$ cat src/rtl/io_slave_regbank_if.sv
// Shared IO types and the tile IO request/response interface for the regbank slave.
package io_slave_regbank_pkg;

  localparam int unsigned THREAD_W = 4;
  localparam int unsigned ADDR_W   = 32;
  localparam int unsigned REG_W    = 32;

  typedef logic [THREAD_W-1:0] thread_id_t;
  typedef logic [ADDR_W-1:0]   address_t;
  typedef logic [REG_W-1:0]    register_t;

  typedef enum logic {
    IO_READ  = 1'b0,
    IO_WRITE = 1'b1
  } io_operation_t;

endpackage

// Request/response bundle between the IO interface (master) and a slave.
interface io_slave_regbank_if;
  import io_slave_regbank_pkg::*;

  logic          slave_available_to_io_intf;
  logic          io_intf_valid;
  thread_id_t    io_intf_thread;
  io_operation_t io_intf_operation;
  address_t      io_intf_address;
  register_t     io_intf_data;
  logic          slave_resp_valid;
  thread_id_t    slave_wakeup_thread;
  register_t     slave_resp_data;
  logic          io_intf_resp_consumed;

  modport master (
    input  slave_available_to_io_intf,
    output io_intf_valid,
    output io_intf_thread,
    output io_intf_operation,
    output io_intf_address,
    output io_intf_data,
    input  slave_resp_valid,
    input  slave_wakeup_thread,
    input  slave_resp_data,
    output io_intf_resp_consumed
  );

  modport slave (
    output slave_available_to_io_intf,
    input  io_intf_valid,
    input  io_intf_thread,
    input  io_intf_operation,
    input  io_intf_address,
    input  io_intf_data,
    output slave_resp_valid,
    output slave_wakeup_thread,
    output slave_resp_data,
    input  io_intf_resp_consumed
  );

endinterface

$ cat src/rtl/io_slave_regbank.sv
// Memory-mapped IO slave: scratch registers, 64-bit cycle counter with
// coherent high-word snapshot, and a console TX byte FIFO.
module io_slave_regbank
  import io_slave_regbank_pkg::*;
#(
  parameter logic [31:0] BASE_ADDR     = 32'hFF00_0000,
  parameter int unsigned TX_FIFO_DEPTH = 8,
  // Counter value loaded at reset; lets bring-up start near a carry boundary.
  parameter logic [63:0] CYCLE_INIT    = 64'h0
) (
  input  logic                clk,
  input  logic                reset_n,
  io_slave_regbank_if.slave   io,
  output logic                console_tx_valid,
  output logic [7:0]          console_tx_data,
  input  logic                console_tx_ready
);

  localparam int unsigned PTR_W = (TX_FIFO_DEPTH > 1) ? $clog2(TX_FIFO_DEPTH) : 1;
  localparam int unsigned CNT_W = PTR_W + 1;

  localparam logic [5:0] W_CYCLE_LO = 6'd4;
  localparam logic [5:0] W_CYCLE_HI = 6'd5;
  localparam logic [5:0] W_TX_DATA  = 6'd6;
  localparam logic [5:0] W_STATUS   = 6'd7;

  typedef enum logic {
    IDLE = 1'b0,
    HELD = 1'b1
  } state_t;

  state_t           state_q;
  state_t           state_d;

  logic             hit;
  logic [5:0]       word;
  logic             rd_acc;
  logic             wr_acc;
  logic             tx_wr;
  logic             lo_rd;
  logic             status_rd;

  logic [63:0]      cycle_q;
  logic [31:0]      snap_q;
  register_t        scratch_q [4];

  logic [7:0]       fifo_mem [TX_FIFO_DEPTH];
  logic [PTR_W-1:0] wr_ptr_q;
  logic [PTR_W-1:0] rd_ptr_q;
  logic [CNT_W-1:0] count_q;
  logic             full;
  logic             empty;
  logic             push;
  logic             pop;
  logic             ovf_q;
  logic             ovf_set;

  register_t        status_word;
  register_t        rd_data;
  register_t        resp_data_q;
  thread_id_t       resp_thread_q;

  logic             unused_addr_bits;

  // Address decode and request qualification.
  always_comb begin
    hit       = (io.io_intf_address[31:8] == BASE_ADDR[31:8]);
    word      = io.io_intf_address[7:2];
    rd_acc    = io.io_intf_valid && (io.io_intf_operation == IO_READ) && (state_q == IDLE);
    wr_acc    = io.io_intf_valid && (io.io_intf_operation == IO_WRITE) && hit;
    tx_wr     = wr_acc && (word == W_TX_DATA);
    lo_rd     = rd_acc && hit && (word == W_CYCLE_LO);
    status_rd = rd_acc && hit && (word == W_STATUS);
  end

  assign unused_addr_bits = ^io.io_intf_address[1:0];

  // FIFO flags and handshake; a pop frees the slot for a same-cycle push.
  always_comb begin
    empty   = (count_q == '0);
    full    = (count_q == CNT_W'(TX_FIFO_DEPTH));
    pop     = !empty && console_tx_ready;
    push    = tx_wr && (!full || pop);
    ovf_set = tx_wr && full && !pop;
  end

  // Status word: overflow, occupancy, full, empty.
  always_comb begin
    status_word = {ovf_q, 15'b0, 8'(count_q), 6'b0, full, empty};
  end

  // Read data mux; misses, write-only and unmapped words read as zero.
  always_comb begin
    rd_data = '0;
    if (hit) begin
      case (word)
        6'd0, 6'd1, 6'd2, 6'd3: rd_data = scratch_q[word[1:0]];
        W_CYCLE_LO:             rd_data = cycle_q[31:0];
        W_CYCLE_HI:             rd_data = snap_q;
        W_STATUS:               rd_data = status_word;
        default:                rd_data = '0;
      endcase
    end
  end

  // Free-running cycle counter.
  always_ff @(posedge clk or negedge reset_n) begin
    if (!reset_n) begin
      cycle_q <= CYCLE_INIT;
    end else begin
      cycle_q <= cycle_q + 64'd1;
    end
  end

  // High-word snapshot taken alongside every accepted low-word read.
  always_ff @(posedge clk or negedge reset_n) begin
    if (!reset_n) begin
      snap_q <= '0;
    end else if (lo_rd) begin
      snap_q <= cycle_q[63:32];
    end
  end

  // Scratch registers; writes land regardless of response state.
  always_ff @(posedge clk or negedge reset_n) begin
    if (!reset_n) begin
      for (int unsigned i = 0; i < 4; i++) begin
        scratch_q[i] <= '0;
      end
    end else if (wr_acc && (word[5:2] == 4'd0)) begin
      scratch_q[word[1:0]] <= io.io_intf_data;
    end
  end

  // FIFO storage.
  always_ff @(posedge clk or negedge reset_n) begin
    if (!reset_n) begin
      for (int unsigned i = 0; i < TX_FIFO_DEPTH; i++) begin
        fifo_mem[i] <= '0;
      end
    end else if (push) begin
      fifo_mem[wr_ptr_q] <= io.io_intf_data[7:0];
    end
  end

  // FIFO pointers and occupancy.
  always_ff @(posedge clk or negedge reset_n) begin
    if (!reset_n) begin
      wr_ptr_q <= '0;
      rd_ptr_q <= '0;
      count_q  <= '0;
    end else begin
      if (push) begin
        wr_ptr_q <= wr_ptr_q + PTR_W'(1);
      end
      if (pop) begin
        rd_ptr_q <= rd_ptr_q + PTR_W'(1);
      end
      case ({push, pop})
        2'b10:   count_q <= count_q + CNT_W'(1);
        2'b01:   count_q <= count_q - CNT_W'(1);
        default: count_q <= count_q;
      endcase
    end
  end

  // Sticky overflow; a fresh overflow wins over the read-to-clear.
  always_ff @(posedge clk or negedge reset_n) begin
    if (!reset_n) begin
      ovf_q <= 1'b0;
    end else if (ovf_set) begin
      ovf_q <= 1'b1;
    end else if (status_rd) begin
      ovf_q <= 1'b0;
    end
  end

  // Response holder state register.
  always_ff @(posedge clk or negedge reset_n) begin
    if (!reset_n) begin
      state_q <= IDLE;
    end else begin
      state_q <= state_d;
    end
  end

  // Response holder next state; reads seen while HELD are re-issues.
  always_comb begin
    state_d = state_q;
    case (state_q)
      IDLE:    if (rd_acc) state_d = HELD;
      HELD:    if (io.io_intf_resp_consumed) state_d = IDLE;
      default: state_d = IDLE;
    endcase
  end

  // Held response payload.
  always_ff @(posedge clk or negedge reset_n) begin
    if (!reset_n) begin
      resp_data_q   <= '0;
      resp_thread_q <= '0;
    end else if (rd_acc) begin
      resp_data_q   <= rd_data;
      resp_thread_q <= io.io_intf_thread;
    end
  end

  assign io.slave_available_to_io_intf = (state_q == IDLE);
  assign io.slave_resp_valid           = (state_q == HELD);
  assign io.slave_wakeup_thread        = resp_thread_q;
  assign io.slave_resp_data            = resp_data_q;

  assign console_tx_valid = !empty;
  assign console_tx_data  = fifo_mem[rd_ptr_q];

endmodule
$ cat src/flat_wrapper.sv
// flat-port wrapper written by rule: the top's interface ports become plain ports
module io_slave_regbank_flat import io_slave_regbank_pkg::*;
#(
  parameter logic [31:0] BASE_ADDR     = 32'hFF00_0000,
  parameter int unsigned TX_FIFO_DEPTH = 8,
                                                                              
  parameter logic [63:0] CYCLE_INIT    = 64'h0
)
  (clk, reset_n, console_tx_valid, console_tx_data, console_tx_ready, io_slave_available_to_io_intf, io_io_intf_valid, io_io_intf_thread, io_io_intf_operation, io_io_intf_address, io_io_intf_data, io_slave_resp_valid, io_slave_wakeup_thread, io_slave_resp_data, io_io_intf_resp_consumed);
  io_slave_regbank_if io_i ();
  input  logic clk;
  input  logic reset_n;
  output logic console_tx_valid;
  output logic [7:0] console_tx_data;
  input  logic console_tx_ready;
  output wire logic [$bits(io_i.slave_available_to_io_intf)-1:0] io_slave_available_to_io_intf;
  input wire logic [$bits(io_i.io_intf_valid)-1:0] io_io_intf_valid;
  input wire logic [$bits(io_i.io_intf_thread)-1:0] io_io_intf_thread;
  input wire logic [$bits(io_i.io_intf_operation)-1:0] io_io_intf_operation;
  input wire logic [$bits(io_i.io_intf_address)-1:0] io_io_intf_address;
  input wire logic [$bits(io_i.io_intf_data)-1:0] io_io_intf_data;
  output wire logic [$bits(io_i.slave_resp_valid)-1:0] io_slave_resp_valid;
  output wire logic [$bits(io_i.slave_wakeup_thread)-1:0] io_slave_wakeup_thread;
  output wire logic [$bits(io_i.slave_resp_data)-1:0] io_slave_resp_data;
  input wire logic [$bits(io_i.io_intf_resp_consumed)-1:0] io_io_intf_resp_consumed;
  assign io_slave_available_to_io_intf = io_i.slave_available_to_io_intf;
  assign io_i.io_intf_valid = io_io_intf_valid;
  assign io_i.io_intf_thread = io_io_intf_thread;
  assign io_i.io_intf_operation = io_io_intf_operation;
  assign io_i.io_intf_address = io_io_intf_address;
  assign io_i.io_intf_data = io_io_intf_data;
  assign io_slave_resp_valid = io_i.slave_resp_valid;
  assign io_slave_wakeup_thread = io_i.slave_wakeup_thread;
  assign io_slave_resp_data = io_i.slave_resp_data;
  assign io_i.io_intf_resp_consumed = io_io_intf_resp_consumed;
  io_slave_regbank #(.BASE_ADDR(BASE_ADDR), .TX_FIFO_DEPTH(TX_FIFO_DEPTH), .CYCLE_INIT(CYCLE_INIT)) u_core (.clk(clk), .reset_n(reset_n), .io(io_i), .console_tx_valid(console_tx_valid), .console_tx_data(console_tx_data), .console_tx_ready(console_tx_ready));
endmodule
$ cat config.mk
export PLATFORM = sky130hd
export DESIGN_NAME = io_slave_regbank_flat
export DESIGN_NICKNAME = d
export VERILOG_FILES = /design/src/rtl/io_slave_regbank_if.sv /design/src/rtl/io_slave_regbank.sv /design/src/flat_wrapper.sv
export SDC_FILE = /design/constraint.sdc
export NUM_CORES = 1
export LEC_CHECK = 0
export BUFFER_PORTS_ARGS = -buffer_cell sky130_fd_sc_hd__buf_2
export CAP_MARGIN = 10
export CORE_MARGIN = 2
export CORE_UTILIZATION = 60
export DETAILED_ROUTE_END_ITERATION = 16
export GPL_ROUTABILITY_DRIVEN = 0
export PLACE_DENSITY = 0.89
export SYNTH_ARGS = -nofsm -noshare
export SYNTH_HDL_FRONTEND = slang
export SYNTH_SLANG_ARGS = --single-unit
$ cat constraint.sdc
create_clock -name clk -period 2.85 [get_ports clk]
set_input_delay 0.57 -clock clk [delete_from_list [all_inputs] [get_ports clk]]
set_output_delay 0.57 -clock clk [all_outputs]
set_load 0.05 [all_outputs]
==> metrics <==
worst path cell trace=buf_6 -> mux4_2 -> mux2_2 -> buf_2; Max rail drop VDD=478 µV; CP Launch Type=flip-flop; via/cell ratio=6.39; mean area per synthesized cell=13.7 µm²; Req. time, crit path=2.28 ns; router iterations before antenna repair=6; Fin. Hold Viols=0; die height=163 µm; via count=10,191; Final Skew=0.0128 ns; P_sw=2.51 mW; CTS tree=built; fraction of layout instances using a drive strength above 1=38.6%; root buf cell=clkbuf_16; CP max FO=18; sequential share of power=48.5%; All-Layer GR Usage=28.8%; Core Footprint=25,000 µm²; Site Rows=58; CP max stage delay=0.57 ns; Distinct cells, synth=45; Placed Cells=1,531; I/O Buffers=118; GR Overflow Total=0; Clk pwr share=43.6%; Sw Share=24.5%; pre-CTS setup slack=-0.0250 ns; register area share after synthesis=55.6%; H-tree levels=2; crit path time final=2.78 ns; cell area after synthesis=15,100 µm²; Slew HR=29.2%; Max Clock Freq=360 MHz; P&R area growth vs syn=15.9%; Max Root-Sink Buffers=3; Internal=7.76 mW; non-filler cells, final=1,596; Initial DRC Count=1,208; # setup viols final=0; RSZ-0062 raised after global routing=false; number of synthesized register bits=336; global-route wire length before repair=58,700 µm; slack of the critical path=0.0749 ns; yosys warns=0; WL per Instance=23.6 µm; cell depth of the worst setup path=4; vias in the first global route=10,472; Worst Reg-to-Reg Cells=6; CP Capture Type=output pin; CP top delay family=multiplexers; die width=163 µm; post-route ant nets=0; worst min-delay path category=input pin to flip-flop; setup bufs post-CTS=0; Synth Net Count=1,181; DRT Wirelength=37,600 µm; Worst-Margin Slew=1.06 ns; clk sinks=336; Max-cap violations=0; crit path DAT=2.21 ns; TritonCTS buffer count=36; Finished Core Util=70.2%; Setup Crit Path Kind=flip-flop to output pin; Initial Utilization=60.6%; reported leakage power=8.55 nW; Die ar.=26,500 µm²; pwr/cell area=585 nW/µm²; Final nets=1,318; Tcrit/Tclk final=97.4%; Worst-path clk slew=0.06 ns; clk_lat worst skew=0.52 ns; worst path bufs/invs=2; Top-Level Pins=121; Worst Hold Depth=2; Slowest cell on crit path=mux4_2; Gate power share=7.8%; initial antenna violation count=4; final slew viol count=0; Mapped Cells=1,103; # DRC=0; DPL Wire Length=24,200 µm; status=complete, no violations; largest net degree at the start of global routing=84
[layer usage]
layer	share of wire (%)	vias up	track usage (%)
met5	0	-	0
met4	2.4	0	9.61
met3	7.2	71	5.04
met2	50	432	46.1
met1	41	5353	40.5
li1	-	4335	-
[path summary, 6_finish.rpt]
kind	from	to	slack (ns)
worst max-delay path	u_core.rd_ptr_q[0]	console_tx_data[3]	0.07
worst min-delay path	io_io_intf_resp_consumed	u_core.io.slave_resp_valid	0.23
worst max register to register	u_core.cycle_q[0]	u_core.cycle_q[54]	0.37
worst min register to register	u_core.io.slave_resp_data[11]	u_core.io.slave_resp_data[11]	0.47
max in group asynchronous	reset_n	u_core.snap_q[4]	1.44
min in group asynchronous	reset_n	u_core.io.slave_resp_data[27]	0.57
[through the flow]
stage               hold WS, ns  setup TNS, ns  instance area [µm²]  power [mW]
floorplan                 0.274              0                15100        5.52
global placement          0.458              0                16400        5.82
detailed placement        0.466         -0.212                16400        5.85
CTS                       0.218              0                17500        10.3
global route              0.245              0                17500        10.6
finish                    0.226              0                17500        10.3
[power groups by stage]
stage | logic (mW) | registers (mW) | clock network, mW
floorplan | 0.514 | 5.00 | 0
global placement | 0.774 | 5.05 | 0
detailed placement | 0.800 | 5.05 | 0
CTS | 0.814 | 4.98 | 4.51
global route | 0.889 | 4.99 | 4.75
finish | 0.805 | 4.98 | 4.48
[cells by family after synthesis]
group           synth area share [%]
xor+xnor                        4.05
flops                           55.6
mux                             25.6
compound gates                  3.69
fa+ha+maj                      0.331
buf+inv                         2.13
simple gates                    8.67
[cells in the mapped netlist, drive strengths merged]
cell    instances  share of area (%)
nor4b           3               0.27
or2             1              0.041
xnor2          38                2.2
inv            13               0.32
nand3          26               0.86
and3            7               0.29
a21oi           9               0.30
a22o            2               0.12
nor2           40               0.99
and4b           1              0.066
a22oi           8               0.40
nor4           20                1.3
clkbuf         38               0.94
dfrtp         336                 56
nor2b           2              0.083
nand3b          1              0.050
or4             4               0.20
mux2i           2               0.13
or3             3               0.12
nor3           15               0.53
buf            28               0.86
a222oi         24                1.6
or4b            1              0.066
xor2           32                1.9
o21ai          36                1.2
mux4           48                7.1
ha              4               0.33
a211oi          1              0.050
mux2          243                 18
and4            8               0.46
o31ai           1              0.050
nand2          72                1.8
nand4          29                1.3
nand2b          1              0.041
and2            6               0.25
[registers in the layout, indices dropped and copies added, names as in the netlist]
register and flops:
u_core.count_q 4, u_core.cycle_q 64, u_core.fifo_mem 64, u_core.io.slave_resp_data 32, u_core.io.slave_resp_valid 1, u_core.io.slave_wakeup_thread 4, u_core.ovf_q 1, u_core.rd_ptr_q 3
u_core.scratch_q 128, u_core.snap_q 32, u_core.wr_ptr_q 3
[cell usage in the layout, fill, tap and decap left out, drive strengths merged]
cell type    count
nor4            20
o31ai            1
diode            2
buf            164
mux4            48
nor2            40
or4b             1
dfrtp          336
nand4           29
o21ai           36
xnor2           38
nand2           72
a21oi            9
a22oi            8
and2             6
or2              1
mux2i            2
clkinv           9
nor4b            3
a211oi           1
dlygate4sd3      1
nor2b            2
xor2            32
and4b            1
or3              3
nand3b           1
a222oi          24
or4              4
and3             7
ha               4
nand2b           1
mux2           243
inv             14
clkinvlp         1
a22o             2
nor3            15
and4             8
clkbuf          51
nand3           26
[layout make-up]
| cell class | instances | area [µm²] |
|---|---|---|
| clock buffer | 51 | 1060 |
| timing repair buffer | 165 | 1110 |
| sequential | 336 | 8410 |
| clock inverter | 11 | 75.1 |
| tap | 330 | 413 |
| multi-input combinational | 688 | 6420 |
| antenna | 2 | 5.00 |
| inverter | 13 | 48.8 |
| fill | 1563 | 7430 |
[timing repair]
action                                  4_1_cts  5_1_grt
resized for setup                             2        0
hold endpoints to repair                     46        0
endpoints found under the setup margin        8        0
hold buffers                                  1        0
Note: power is estimated with default switching activity, not from simulation.
